--- src/rtl/alu_pkg.sv ---
// Shared opcode encoding, FSM state type and flag helper for the sequential ALU.
// Both alu_seq and its iterative mul/div unit import this package.
package alu_pkg;

    localparam logic [2:0] OP_AND = 3'b000;
    localparam logic [2:0] OP_OR  = 3'b001;
    localparam logic [2:0] OP_ADD = 3'b010;
    localparam logic [2:0] OP_MUL = 3'b011;
    localparam logic [2:0] OP_DIV = 3'b100;
    localparam logic [2:0] OP_RSV = 3'b101;
    localparam logic [2:0] OP_SUB = 3'b110;
    localparam logic [2:0] OP_SLT = 3'b111;

    typedef enum logic [2:0] {
        IDLE,
        EXEC,
        MUL,
        DIV,
        FIN
    } state_e;

    // Two's-complement overflow of a + b. For a - b, pass the inverted MSB of b.
    function automatic logic signed_ovf(input logic a_msb, input logic b_msb,
                                        input logic r_msb);
        return (a_msb == b_msb) && (r_msb != a_msb);
    endfunction

endpackage

--- src/rtl/alu_seq_muldiv.sv ---
// Iterative unsigned shift-add multiplier / restoring divider.
// Handles one bit per clock; fin pulses for one cycle after the last iteration.
module alu_seq_muldiv
    import alu_pkg::*;
#(
    parameter int WIDTH = 32
) (
    input  logic             clock,
    input  logic             reset,
    input  logic             go,
    input  logic             is_div,
    input  logic [WIDTH-1:0] op_a,
    input  logic [WIDTH-1:0] op_b,
    output logic [WIDTH-1:0] hi,
    output logic [WIDTH-1:0] lo,
    output logic             fin,
    output logic             active
);

    localparam int               CNT_W = $clog2(WIDTH) + 1;
    localparam logic [CNT_W-1:0] LAST  = CNT_W'(WIDTH - 1);

    logic [WIDTH-1:0] acc_q, acc_d;
    logic [WIDTH-1:0] sh_q, sh_d;
    logic [WIDTH-1:0] opb_q, opb_d;
    logic [CNT_W-1:0] cnt_q, cnt_d;
    logic             div_q, div_d;
    logic             active_q, active_d;
    logic             fin_q, fin_d;

    logic [WIDTH:0]   add_sum;
    logic [WIDTH:0]   rem_sh;
    logic [WIDTH:0]   trial;

    always_comb begin
        acc_d    = acc_q;
        sh_d     = sh_q;
        opb_d    = opb_q;
        cnt_d    = cnt_q;
        div_d    = div_q;
        active_d = active_q;
        fin_d    = 1'b0;

        add_sum = {1'b0, acc_q} + (sh_q[0] ? {1'b0, opb_q} : '0);
        rem_sh  = {acc_q, sh_q[WIDTH-1]};
        // Remainder stays below the divisor, so bit WIDTH of trial is a clean borrow flag.
        trial   = rem_sh - {1'b0, opb_q};

        if (go) begin
            acc_d    = '0;
            sh_d     = op_a;
            opb_d    = op_b;
            div_d    = is_div;
            cnt_d    = '0;
            active_d = 1'b1;
        end else if (active_q) begin
            if (div_q) begin
                if (!trial[WIDTH]) begin
                    acc_d = trial[WIDTH-1:0];
                    sh_d  = {sh_q[WIDTH-2:0], 1'b1};
                end else begin
                    acc_d = rem_sh[WIDTH-1:0];
                    sh_d  = {sh_q[WIDTH-2:0], 1'b0};
                end
            end else begin
                {acc_d, sh_d} = {add_sum, sh_q[WIDTH-1:1]};
            end
            cnt_d = cnt_q + 1'b1;
            if (cnt_q == LAST) begin
                active_d = 1'b0;
                fin_d    = 1'b1;
            end
        end
    end

    always_ff @(posedge clock) begin
        acc_q <= acc_d;
        sh_q  <= sh_d;
        opb_q <= opb_d;
        div_q <= div_d;
        if (reset) begin
            cnt_q    <= '0;
            active_q <= 1'b0;
            fin_q    <= 1'b0;
        end else begin
            cnt_q    <= cnt_d;
            active_q <= active_d;
            fin_q    <= fin_d;
        end
    end

    assign hi     = acc_q;
    assign lo     = sh_q;
    assign fin    = fin_q;
    assign active = active_q;

endmodule

--- src/rtl/alu_seq.sv ---
// Multi-cycle execute-stage ALU: single-cycle logic/arith ops plus iterative mul/div
// behind a start/busy/done handshake, with registered result and flag outputs.
module alu_seq
    import alu_pkg::*;
#(
    parameter int WIDTH = 32
) (
    input  logic             clock,
    input  logic             reset,
    input  logic             start,
    input  logic [2:0]       sinalOperacao,
    input  logic [WIDTH-1:0] rs,
    input  logic [WIDTH-1:0] rt,
    output logic [WIDTH-1:0] resultado,
    output logic [WIDTH-1:0] hi,
    output logic             zero,
    output logic             overflow,
    output logic             div_by_zero,
    output logic             busy,
    output logic             done
);

    state_e           state_q, state_d;
    logic [WIDTH-1:0] res_q, res_d;
    logic [WIDTH-1:0] hi_q, hi_d;
    logic             zero_q, zero_d;
    logic             ovf_q, ovf_d;
    logic             dbz_q, dbz_d;
    logic             done_q, done_d;

    logic [WIDTH-1:0] sum, diff;
    logic             md_go, md_is_div;
    logic [WIDTH-1:0] md_hi, md_lo;
    logic             md_fin, md_active;

    alu_seq_muldiv #(.WIDTH(WIDTH)) u_muldiv (
        .clock  (clock),
        .reset  (reset),
        .go     (md_go),
        .is_div (md_is_div),
        .op_a   (rs),
        .op_b   (rt),
        .hi     (md_hi),
        .lo     (md_lo),
        .fin    (md_fin),
        .active (md_active)
    );

    always_comb begin
        state_d   = state_q;
        res_d     = res_q;
        hi_d      = hi_q;
        ovf_d     = ovf_q;
        dbz_d     = dbz_q;
        done_d    = 1'b0;
        md_go     = 1'b0;
        md_is_div = 1'b0;
        sum       = rs + rt;
        diff      = rs - rt;

        case (state_q)
            IDLE, EXEC, FIN: begin
                if (start) begin
                    state_d = EXEC;
                    done_d  = 1'b1;
                    ovf_d   = 1'b0;
                    dbz_d   = 1'b0;
                    hi_d    = '0;
                    case (sinalOperacao)
                        OP_AND: res_d = rs & rt;
                        OP_OR:  res_d = rs | rt;
                        OP_ADD: begin
                            res_d = sum;
                            ovf_d = signed_ovf(rs[WIDTH-1], rt[WIDTH-1], sum[WIDTH-1]);
                        end
                        OP_SUB: begin
                            res_d = diff;
                            ovf_d = signed_ovf(rs[WIDTH-1], ~rt[WIDTH-1], diff[WIDTH-1]);
                        end
                        OP_SLT: begin
                            res_d    = '0;
                            res_d[0] = (rs < rt);
                        end
                        OP_MUL: begin
                            // Result registers keep the previous values until the unit finishes.
                            hi_d    = hi_q;
                            md_go   = 1'b1;
                            state_d = MUL;
                            done_d  = 1'b0;
                        end
                        OP_DIV: begin
                            if (rt == '0) begin
                                res_d = '1;
                                hi_d  = rs;
                                dbz_d = 1'b1;
                            end else begin
                                hi_d      = hi_q;
                                md_go     = 1'b1;
                                md_is_div = 1'b1;
                                state_d   = DIV;
                                done_d    = 1'b0;
                            end
                        end
                        default: res_d = '0;
                    endcase
                end else begin
                    state_d = IDLE;
                end
            end
            MUL, DIV: begin
                if (md_fin) begin
                    res_d   = md_lo;
                    hi_d    = md_hi;
                    ovf_d   = (state_q == MUL) && (md_hi != '0);
                    done_d  = 1'b1;
                    state_d = FIN;
                end
            end
            default: state_d = IDLE;
        endcase

        zero_d = (res_d == '0);
    end

    always_ff @(posedge clock) begin
        if (reset) begin
            state_q <= IDLE;
            res_q   <= '0;
            hi_q    <= '0;
            zero_q  <= 1'b1;
            ovf_q   <= 1'b0;
            dbz_q   <= 1'b0;
            done_q  <= 1'b0;
        end else begin
            state_q <= state_d;
            res_q   <= res_d;
            hi_q    <= hi_d;
            zero_q  <= zero_d;
            ovf_q   <= ovf_d;
            dbz_q   <= dbz_d;
            done_q  <= done_d;
        end
    end

    assign resultado   = res_q;
    assign hi          = hi_q;
    assign zero        = zero_q;
    assign overflow    = ovf_q;
    assign div_by_zero = dbz_q;
    assign busy        = md_active;
    assign done        = done_q;

endmodule

--- config.mk ---
export PLATFORM = sky130hd
export DESIGN_NAME = alu_seq
export DESIGN_NICKNAME = d
export VERILOG_FILES = /design/src/rtl/alu_pkg.sv /design/src/rtl/alu_seq_muldiv.sv /design/src/rtl/alu_seq.sv
export SDC_FILE = /design/constraint.sdc
export NUM_CORES = 1
export LEC_CHECK = 0
export CAP_MARGIN = 40
export CELL_PAD_IN_SITES_DETAIL_PLACEMENT = 1
export CELL_PAD_IN_SITES_GLOBAL_PLACEMENT = 1
export CORE_MARGIN = 3
export CORE_UTILIZATION = 40
export DETAILED_ROUTE_END_ITERATION = 6
export GPL_TIMING_DRIVEN = 0
export PLACE_DENSITY_LB_ADDON = 0.1
export SYNTH_ARGS = -nofsm -noshare
export SYNTH_HDL_FRONTEND = slang
export SYNTH_SLANG_ARGS = --single-unit
--- constraint.sdc ---
create_clock -name clock -period 3.5 [get_ports clock]
set_input_delay 0.7 -clock clock [delete_from_list [all_inputs] [get_ports clock]]
set_output_delay 0.7 -clock clock [all_outputs]
set_load 0.05 [all_outputs]
==> run summary <==
status - finished, violations left
failing checks - design-rule violations, negative setup slack
# IOs - 139
CTS Buf Count - 17
slowest cell on the critical path - nor3_1
CTS clk-pin slew, worst paths - 0.08 ns
Slew Limit Fails - 0
critical path's largest stage delay - 0.64 ns
Area growth syn-to-layout - 29.1%
clk sink count - 176
post-route ant nets - 0
DP Wirelength - 64,400 um
Slew @ Worst Pin - 0.886 ns
Syn Area/Cell - 7.72 um^2
placed inst area - 19,200 um^2
top post-synthesis cells by area - dfxtp_1, ha_1, edfxtp_1
core area - 41,400 um^2
crit-path cells - clkdlybuf4s50_1 -> clkinv_1 -> nor3_1 -> buf_4 -> nand3_2 -> and3_1 -> a2111oi_0 -> mux2i_1 -> a21oi_1 -> a2111o_1 -> o31ai_2
clk_skew - 0.0215 ns
Pleak - 8.84 nW
Hold Path Class - input port to register
drt drc - 6
router iterations before antenna repair - 7
Final Critical Period - 3.76 ns
Placer Congestion - 0.976
pwr/cell area - 492 nW/um^2
chip width - 212 um
Total Wirelength - 84,300 um
Post-Layout Inst Area - 21,900 um^2
vias in the first global route - 19,600
fmax - 266 MHz
Critical Path Fanout Max - 8
commonest cells after routing, fill and taps aside - nor2_1, nand2_1, inv_1
Vias/cell - 6.47
Syn Inst Count - 2,196
Synth area leader - dfxtp_1
first-pass GRT wire length - 123,000 um
Final period util - 107%
Synthesized Nets - 2,434
Arr. time, crit path - 4.10 ns
H-tree levels - 4
final core utilization - 52.9%
Crit Path Category - input port to register
Synth cell types - 85
Yosys top cell area share - 13.1%
antenna violations before repair - 1
Setup crit start kind - input port
Max-Cap Viols - 0
Finish-stage setup viols - 12
worst vdd ir - 0.000355 V
GRT Total Usage - 36.4%
share of cells above drive strength 1 - 19.1%
CTS tree - built
Netlist Area Pre-Place - 17,000 um^2
Final #Nets - 2,680
Via Count - 19,300
largest net degree at the start of global routing - 32
async set-or-reset flop fraction in the synthesized netlist - 0%
Setup crit end kind - register
die height - 212 um
Worst Hold Slack - 0.452 ns
Yosys reg bits - 176
Final Hold Viols - 0
initial core utilization - 41.0%
aggregate global routing overflow - 0
Routed wire per std cell - 28.2 um
initial drt markers - 1,550
most common cell after layout, fill and taps aside - nor2_1
Required @ worst endpoint - 3.84 ns
RSZ-0062 raised after global routing - yes
worst setup margin - -0.261 ns
Slew headroom - 40.9%
Ys Warns - 0
ys flop type - dfxtp_1
setup TNS - -1.10 ns
Root Buffer - clkbuf_16
sequential fraction of the synthesis area - 24.6%
Post-synth EDFFs - 65
die area - 44,900 um^2
later-pin clock latency in the skew report - 0.48 ns
IO Port Bufs - 138
Row Count - 74
Bufs on Longest Clock Path - 2
-- stage by stage --
step	instances	power (mW)	setup WS [ns]
after global routing	2988	11.3	-0.316
final	2988	10.8	-0.261
after CTS	2957	10.2	-0.172
after detailed placement	2878	7.69	-2.04
after global placement	2866	7.54	-2.25
after floorplan	2196	6.01	-0.0401
-- final timing paths --
check | from | endpoint | slack (ns) | depth (start not counted)
setup / recovery | sinalOperacao[2] | zero | -0.26 | 11
setup reg to reg | u_muldiv.lo[0] | u_muldiv.hi[31] | -0.14 | 15
hold / removal | rt[0] | u_muldiv.opb_q[0] | 0.45 | 1
hold reg to reg | hi[11] | hi[11] | 0.50 | 2
-- where the power goes --
part	switching (mW)	internal, mW	total [mW]
combinational	3.50	2.35	5.85
sequential	0.495	2.40	2.89
clock	1.02	1.02	2.04
-- repair_timing --
| item | 4_1_cts | 5_1_grt |
|---|---|---|
| gates cloned | 1 | 0 |
| setup buffers | 53 | 35 |
| hold buffers | 0 | 0 |
| pin swaps | 63 | 94 |
| gates resized for setup | 449 | 158 |
| endpoints found under the setup margin | 191 | 155 |
-- logic make-up after synthesis --
family / Yosys count / share of synthesized area [%]
xor gates and xnor gates: 75 / 3.87
and+or+nand+nor: 695 / 19.2
AOI/OAI and AO/OA: 726 / 29.2
muxes: 68 / 4.05
DFF: 176 / 24.6
adders and majority gates: 168 / 12.6
buffers and inverters: 288 / 6.45
-- layer usage --
layer	part of all wire [%]	vias up	track usage, %
li1	-	8573	-
met1	41	9593	46.3
met2	47	928	61.0
met3	7.0	231	4.98
met4	4.9	0	17.3
met5	0	-	0
-- cell type report --
type,count,area (um^2)
fill,4941,19500
clock buffer,17,425
inverter,166,638
antenna,1,2.50
timing repair buffer,234,2110
tap,532,666
multi-input combinational,1732,13000
buffer,115,698
clock inverter,15,160
sequential,176,4180
-- registers in the layout, summed over array words and instances, names as in the netlist --
| name | flops |
|---|---|
| u_muldiv.fin | 1 |
| overflow | 1 |
| u_muldiv.cnt_q | 6 |
| div_by_zero | 1 |
| u_muldiv.opb_q | 32 |
| hi | 32 |
| u_muldiv.lo | 32 |
| done | 1 |
| state_q | 3 |
| u_muldiv.hi | 32 |
| zero | 1 |
| resultado | 32 |
| u_muldiv.div_q | 1 |
| u_muldiv.active | 1 |
-- cells in the mapped netlist, types with 7 or more instances --
master / count
a211o_1: 8
a211oi_1: 37
a21boi_0: 9
a21o_1: 43
a21oi_1: 171
a221o_1: 9
a221oi_1: 11
a222oi_1: 10
a22oi_1: 33
a311oi_1: 37
a31o_2: 7
a31oi_1: 24
and2_1: 41
and3_1: 17
buf_1: 16
buf_2: 7
clkbuf_1: 98
dfxtp_1: 111
edfxtp_1: 65
ha_1: 164
inv_1: 163
mux2i_1: 63
nand2_1: 184
nand2b_1: 17
nand3_1: 65
nand4_1: 24
nor2_1: 210
nor2b_1: 25
nor3_1: 52
nor4_1: 24
o211ai_1: 25
o21a_1: 24
o21ai_0: 142
o21bai_1: 14
o221ai_1: 17
o22ai_1: 15
o31ai_1: 18
or2_2: 8
xnor2_1: 53
xor2_1: 22
-- critical path: cells and delay by family --
family / cells / cell delay (ns)
buf+inv: 3 / 1.15
simple gates: 3 / 1.14
compound gates: 4 / 0.95
mux: 1 / 0.15
No activity file was read; power rests on OpenSTA's default activity.
